File: src/rtl/fp32_pkg.sv
// rtl/fp32_pkg.sv - shared constants and normalised-record type for the FP32 multiplier round stage
package fp32_pkg;

    localparam int EXP_BIAS   = 127;
    localparam int EXP_MAX    = 255;
    localparam int NORM_EXP_W = 12;
    localparam int FRAC_W     = 23;

    localparam logic [31:0] QNAN = 32'h7FC00000;

    localparam int FLAG_NV = 4;
    localparam int FLAG_OF = 3;
    localparam int FLAG_UF = 2;
    localparam int FLAG_NX = 1;

    // e is two's complement; wide enough for the normalise and rounding increments
    typedef struct packed {
        logic                  sign;
        logic [NORM_EXP_W-1:0] e;
        logic [FRAC_W-1:0]     keep;
        logic                  g;
        logic                  s;
        logic                  is_nan;
        logic                  is_inf;
        logic                  is_zero;
    } norm_rec_t;

endpackage

File: src/rtl/fp32_rne_round.sv
// rtl/fp32_rne_round.sv - combinational round-to-nearest-even and IEEE-754 pack; FP_EXC_FLAGS_EN adds flags
module fp32_rne_round
    import fp32_pkg::*;
(
    input  norm_rec_t   rec,
    output logic [31:0] z
`ifdef FP_EXC_FLAGS_EN
    ,
    output logic [4:0]  flags
`endif
);

    logic                  up;
    logic [FRAC_W:0]       m_rnd;
    logic [NORM_EXP_W-1:0] e_rnd;
    logic                  ovf;
    logic                  unf;

    always_comb begin
        up    = rec.g & (rec.s | rec.keep[0]);
        // a carry out of the fraction leaves frac all-zero and bumps the exponent
        m_rnd = {1'b0, rec.keep} + {{FRAC_W{1'b0}}, up};
        e_rnd = rec.e + {{(NORM_EXP_W-1){1'b0}}, m_rnd[FRAC_W]};
        ovf   = $signed(e_rnd) >= EXP_MAX;
        unf   = $signed(e_rnd) <= 0;

        z = {rec.sign, e_rnd[7:0], m_rnd[FRAC_W-1:0]};
        if (rec.is_nan) begin
            z = QNAN;
        end else if (rec.is_inf) begin
            z = {rec.sign, 8'hFF, 23'h0};
        end else if (rec.is_zero) begin
            z = {rec.sign, 31'h0};
        end else if (ovf) begin
            z = {rec.sign, 8'hFF, 23'h0};
        end else if (unf) begin
            z = {rec.sign, 31'h0};
        end
    end

`ifdef FP_EXC_FLAGS_EN
    always_comb begin
        flags = '0;
        if (rec.is_nan) begin
            flags[FLAG_NV] = 1'b1;
        end else if (!rec.is_inf && !rec.is_zero) begin
            flags[FLAG_NX] = 1'b1;
            if (ovf) begin
                flags[FLAG_OF] = 1'b1;
            end else if (unf) begin
                flags[FLAG_UF] = 1'b1;
            end else begin
                flags[FLAG_NX] = rec.g | rec.s;
            end
        end
    end
`endif

endmodule

File: src/rtl/fp32_mul_round_stage.sv
// rtl/fp32_mul_round_stage.sv - two-stage normalise/round/pack pipeline for FP32 multiply; FP_EXC_FLAGS_EN adds out_flags
module fp32_mul_round_stage
    import fp32_pkg::*;
#(
    parameter int EXP_W  = 10,
    parameter int MANT_W = 48
) (
    input  logic              clk,
    input  logic              rst,
    input  logic              in_valid,
    output logic              in_ready,
    input  logic              in_sign,
    input  logic [EXP_W-1:0]  in_exp,
    input  logic [MANT_W-1:0] in_mant,
    input  logic              in_is_nan,
    input  logic              in_is_inf,
    input  logic              in_is_zero,
    output logic              out_valid,
    input  logic              out_ready,
    output logic [31:0]       out_z
`ifdef FP_EXC_FLAGS_EN
    ,
    output logic [4:0]        out_flags
`endif
);

    logic                  adv1;
    logic                  adv2;
    logic [NORM_EXP_W-1:0] exp_ext;
    norm_rec_t             norm;
    logic [31:0]           z_rnd;

    logic                  v1_q, v1_d;
    logic                  v2_q, v2_d;
    norm_rec_t             rec1_q, rec1_d;
    logic [31:0]           z_q, z_d;

    always_comb begin
        adv2 = ~v2_q | out_ready;
        adv1 = ~v1_q | adv2;

        exp_ext      = NORM_EXP_W'($signed(in_exp));
        norm         = '0;
        norm.sign    = in_sign;
        norm.is_nan  = in_is_nan;
        norm.is_inf  = in_is_inf;
        norm.is_zero = in_is_zero;
        norm.e       = exp_ext + {{(NORM_EXP_W-1){1'b0}}, in_mant[47]};
        if (in_mant[47]) begin
            norm.keep = in_mant[46:24];
            norm.g    = in_mant[23];
            norm.s    = |in_mant[22:0];
        end else begin
            norm.keep = in_mant[45:23];
            norm.g    = in_mant[22];
            norm.s    = |in_mant[21:0];
        end

        v1_d   = adv1 ? in_valid : v1_q;
        rec1_d = (adv1 && in_valid) ? norm : rec1_q;
        v2_d   = adv2 ? v1_q : v2_q;
        z_d    = (adv2 && v1_q) ? z_rnd : z_q;
    end

`ifdef FP_EXC_FLAGS_EN
    logic [4:0] flags_rnd;
    logic [4:0] flags_q, flags_d;

    fp32_rne_round u_round (
        .rec   (rec1_q),
        .z     (z_rnd),
        .flags (flags_rnd)
    );

    always_comb begin
        flags_d = (adv2 && v1_q) ? flags_rnd : flags_q;
    end

    always_ff @(posedge clk or posedge rst) begin
        if (rst) begin
            flags_q <= '0;
        end else begin
            flags_q <= flags_d;
        end
    end

    assign out_flags = flags_q;
`else
    fp32_rne_round u_round (
        .rec (rec1_q),
        .z   (z_rnd)
    );
`endif

    always_ff @(posedge clk or posedge rst) begin
        if (rst) begin
            v1_q   <= 1'b0;
            v2_q   <= 1'b0;
            rec1_q <= '0;
            z_q    <= '0;
        end else begin
            v1_q   <= v1_d;
            v2_q   <= v2_d;
            rec1_q <= rec1_d;
            z_q    <= z_d;
        end
    end

    assign in_ready  = adv1;
    assign out_valid = v2_q;
    assign out_z     = z_q;

endmodule

File: config.mk
export PLATFORM = sky130hd
export DESIGN_NAME = fp32_mul_round_stage
export DESIGN_NICKNAME = d
export VERILOG_FILES = /design/src/rtl/fp32_pkg.sv /design/src/rtl/fp32_rne_round.sv /design/src/rtl/fp32_mul_round_stage.sv
export SDC_FILE = /design/constraint.sdc
export NUM_CORES = 1
export LEC_CHECK = 0
export ABC_CLOCK_PERIOD_IN_PS = 6300
export CORE_ASPECT_RATIO = 1.1
export CORE_MARGIN = 4
export CORE_UTILIZATION = 45
export DETAILED_ROUTE_END_ITERATION = 7
export PLACE_DENSITY_LB_ADDON = 0.15
export SYNTH_ARGS = -nofsm -noshare
export SYNTH_HDL_FRONTEND = slang
export SYNTH_SLANG_ARGS = --single-unit
File: constraint.sdc
create_clock -name clk -period 6.3 [get_ports clk]
set_input_delay 1.89 -clock clk [delete_from_list [all_inputs] [get_ports clk]]
set_output_delay 1.89 -clock clk [all_outputs]
set_load 0.01 [all_outputs]
==> metrics list <==
* Total global routing track utilization: 17.8%
- Deepest clock path buffer count: 2
* Final TNS setup: 0 ps
- The hold violation count in the final report is 0.
* CTS Root Buffer Type: sky130_fd_sc_hd__clkbuf_8
- Data on the critical path is required at its endpoint by between 4000 and 5000 ps.
- Total half-perimeter wirelength after legalization and detailed placement: between 7 and 8 mm
* Initial antenna violation count: 0
* DRC errors left: 0
- VDD IR max: approximately 0.13 mV
- The synthesized netlist occupies a cell area of 4160 um^2.
- # H-tree levels: 3
- Yosys mapped the design onto 50 distinct sky130hd cell types.
- Filler cell count in the final layout: 799
- Post-CTS setup buffers: 0
- The first global-routing pass estimated 15.4 mm of wire.
- Ys Warns: 0
- Setup Crit Path Kind: in2out
- Router iterations before antenna repair: 4
* Maximum single-stage delay on the critical path: 560 ps
- The path class of the tightest hold or removal check is reg2reg.
* Largest fanout on the critical path: 3
- Setup repair after global routing missed its margin: false
* Number of top-level pins: 100
* Max-cap violation count: 0
- After detailed routing, the total wire length is 9.08 mm.
* Placeable core region: 8920 um^2
* Leakage: 2.17 nW
* Global route total overflow: 0
- Headroom to the max-slew limit came out at 23.6%.
- After floorplanning, the core was divided into 36 placement rows.
- Share of the yosys chip area belonging to registers: between 40% and 50%
- STA classifies the critical path endpoint as an output port.
* Worst-path cell with the longest stage delay: sky130_fd_sc_hd__clkdlybuf4s50_1
- Walking the worst path, the cells encountered are clkdlybuf4s50_1 -> nand3b_1 -> clkdlybuf4s50_1.
* Worst clock skew on the final layout: roughly 13 ps
- Cells resized by post-CTS repair: 0
- Share of synthesized flip-flops with an asynchronous set or reset: 100%
- Routability-driven placement finished with a final weighted congestion of about 0.84.
* Average vias per placed instance: approximately 5.3
- The cell family contributing the most delay on the critical path is buffers and inverters.
- When the netlist entered floorplanning its net count stood at 487.
* Initial Utilization: 46.6%
* Highest Signal Layer: met4
* Total count of max-transition violations in the final report: 0
- The area growth from synthesis to layout is 29.3%.
- The detail route stage leaves a number of antenna-violating nets equal to 0.
- The finished cells cover 5370 um^2.
- Number of buffers created by CTS: 9
- Met2 wire length: 4.24 mm
- Hold_buf cts: 0
* DIE HEIGHT: 109 um
- Critical Path Most Common Cell: sky130_fd_sc_hd__clkdlybuf4s50_1
* Routed vias: 3306
- Primary flip-flop cell chosen by synthesis mapping: sky130_fd_sc_hd__dfrtp_1
- Combined buffer and inverter count along the critical path: 2
- Diode insertion count for antenna repair: 0
* Clock transition time at the flip-flop clock pins of the worst setup and hold paths: 80 ps
* Post-route fraction of the period consumed by the critical path: around four fifths
- Count of mapped cells out of synthesis: 415
* Number of flops mapped to enable cells by yosys: 0
- Number of global-route vias before repair: between 3000 and 4000
- The run finished with clean final reports.
- Maximum clock frequency: 201 MHz
* Pin slew with the least headroom to its limit: 1140 ps
* Detailed-route wire length per cell: about 15 um
- Final period demand of the worst path: 4970 ps
* Post-route met1 wirelength: about 4.2 mm
- Hold_ws: 469 ps
* Number of DRC violations after detailed-routing iteration 0: around 160
* TritonCTS clock tree: built
- Post-Synthesis Mean Instance Area: 10.0 um^2
* Areal power density over the cells: 225 nW/um^2
* Fraction of final layout cells with drive strength greater than 1: 13.0%
* Register bit count reported by yosys: 74
- Entering global routing, the biggest net connects 75 pins.
* CP Launch Type: input pin
- The die covers between 10000 and 15000 um^2.
- For this run, the post-layout net count is 576.
- Final count of negative-setup-slack endpoints: 0
* Total of buffers placed on input and output ports: 99
* Worst skew pair latency: 350 ps
- Data arrives at the worst endpoint at 3080 ps.
* Num Clock Sinks: 74
- DP Area: 5200 um^2
- Met3 WL post-DR: approximately 480 um
* Width of the die: 99.6 um
cell families after synthesis:
kind of cell,synth area share (%)
AOI/OAI and AO/OA,15.1
xor gates and xnor gates,7.80
adders and majority gates,1.81
buffers and inverters,3.67
DFF,44.6
muxes,7.65
and+or+nand+nor,19.4
worst register-to-register path, stage by stage, from the launching register on:
cell                      delay, ps
sky130_fd_sc_hd__dfrtp_1        380
sky130_fd_sc_hd__o21a_1         140
sky130_fd_sc_hd__ha_1           190
sky130_fd_sc_hd__nand4_1        190
sky130_fd_sc_hd__nor4_1         380
sky130_fd_sc_hd__buf_4          210
sky130_fd_sc_hd__and3_1         160
sky130_fd_sc_hd__ha_1           280
sky130_fd_sc_hd__ha_1           330
sky130_fd_sc_hd__nand4_1        150
sky130_fd_sc_hd__nor4b_1        440
sky130_fd_sc_hd__o32ai_1        180
sky130_fd_sc_hd__or4_4          640
sky130_fd_sc_hd__o31ai_2        310
synth_stat cells, types with 4 or more instances:
cell type                  number  area [um^2]
sky130_fd_sc_hd__nor3_1         4         20.0
sky130_fd_sc_hd__nand2b_1       5         31.3
sky130_fd_sc_hd__nand2_1       75          282
sky130_fd_sc_hd__xor2_1        23          201
sky130_fd_sc_hd__mux2i_1       25          250
sky130_fd_sc_hd__o21ai_0       36          180
sky130_fd_sc_hd__nand4_1       13         81.3
sky130_fd_sc_hd__inv_1          7         26.3
sky130_fd_sc_hd__nand3_1       10         50.1
sky130_fd_sc_hd__clkbuf_1      15         56.3
sky130_fd_sc_hd__o31ai_2       19          238
sky130_fd_sc_hd__and3_1         6         37.5
sky130_fd_sc_hd__xnor2_1       14          123
sky130_fd_sc_hd__nor2_1        18         67.6
sky130_fd_sc_hd__nor4_1         6         37.5
sky130_fd_sc_hd__o221a_2        8         90.1
sky130_fd_sc_hd__buf_2          5         25.0
sky130_fd_sc_hd__dfrtp_1       74         1850
sky130_fd_sc_hd__mux2_2         6         67.6
sky130_fd_sc_hd__ha_1           6         75.1
routing by layer:
metal	global-route usage, %	vias to the layer above
li1	-	1658
met2	29.3	75
met1	23.0	1561
met4	6.93	0
met3	3.65	12
met5	0	-
cells in the final DEF, fill, tap and decap left out, drive strengths merged, types with 5 or more instances in the layout:
cell type / Yosys / final
o221a: 8 / 8
xnor2: 14 / 14
clkbuf: 15 / 11
o21ai: 36 / 36
ha: 6 / 6
nand2b: 5 / 5
mux2: 6 / 6
mux2i: 25 / 25
xor2: 23 / 23
o31ai: 23 / 23
nand4: 13 / 13
clkdlybuf4s50: 0 / 99
nor4: 7 / 7
nand2: 76 / 76
dfrtp: 74 / 74
inv: 7 / 7
nor2: 18 / 18
nand3: 12 / 12
and3: 7 / 7
final timing paths:
kind	startpoint	endpoint	slack [ps]	cells after the start
worst max-delay path	out_ready	in_ready	1330	3
worst min register to register	out_z[31]	out_z[31]	470	2
worst max register to register	rec1_q[5]	out_z[21]	2250	13
min in group asynchronous	rst	out_z[25]	1940	2
worst min-delay path	out_z[31]	out_z[31]	470	2
max in group asynchronous	rst	rec1_q[24]	3360	3
registers in the layout (all words and copies together) (netlist names):
signal	cells
out_z	32
v1_q	1
rec1_q	40
out_valid	1
final cells by class:
| class | instances | area, um^2 | share of cell area, % |
|---|---|---|---|
| multi-input combinational | 309 | 2160 | 40.2 |
| sequential | 74 | 1850 | 34.5 |
| timing repair buffer | 103 | 1020 | 19.0 |
| tap | 114 | 143 | 2.65 |
| clock buffer | 11 | 141 | 2.63 |
| clock inverter | 5 | 30.0 | 0.559 |
| inverter | 7 | 26.3 | 0.489 |
report_power, final:
group	leakage, nW	switching (mW)	total [mW]	internal [mW]
clock network	0.0851	0.171	0.323	0.152
logic	1.17	0.128	0.284	0.155
registers	0.917	0.0644	0.600	0.536
total	2.17	0.364	1.21	0.843
stage by stage:
stage	instances	util, %	power (mW)	setup WS, ps
after floorplan	415	-	0.766	2310
after global placement	607	58.3	0.888	1360
after detailed placement	607	58.3	0.898	1330
after CTS	623	60.2	1.22	1320
after global routing	623	60.2	1.28	1280
final	623	60.2	1.21	1330
No activity file was read; power rests on OpenSTA's default activity.
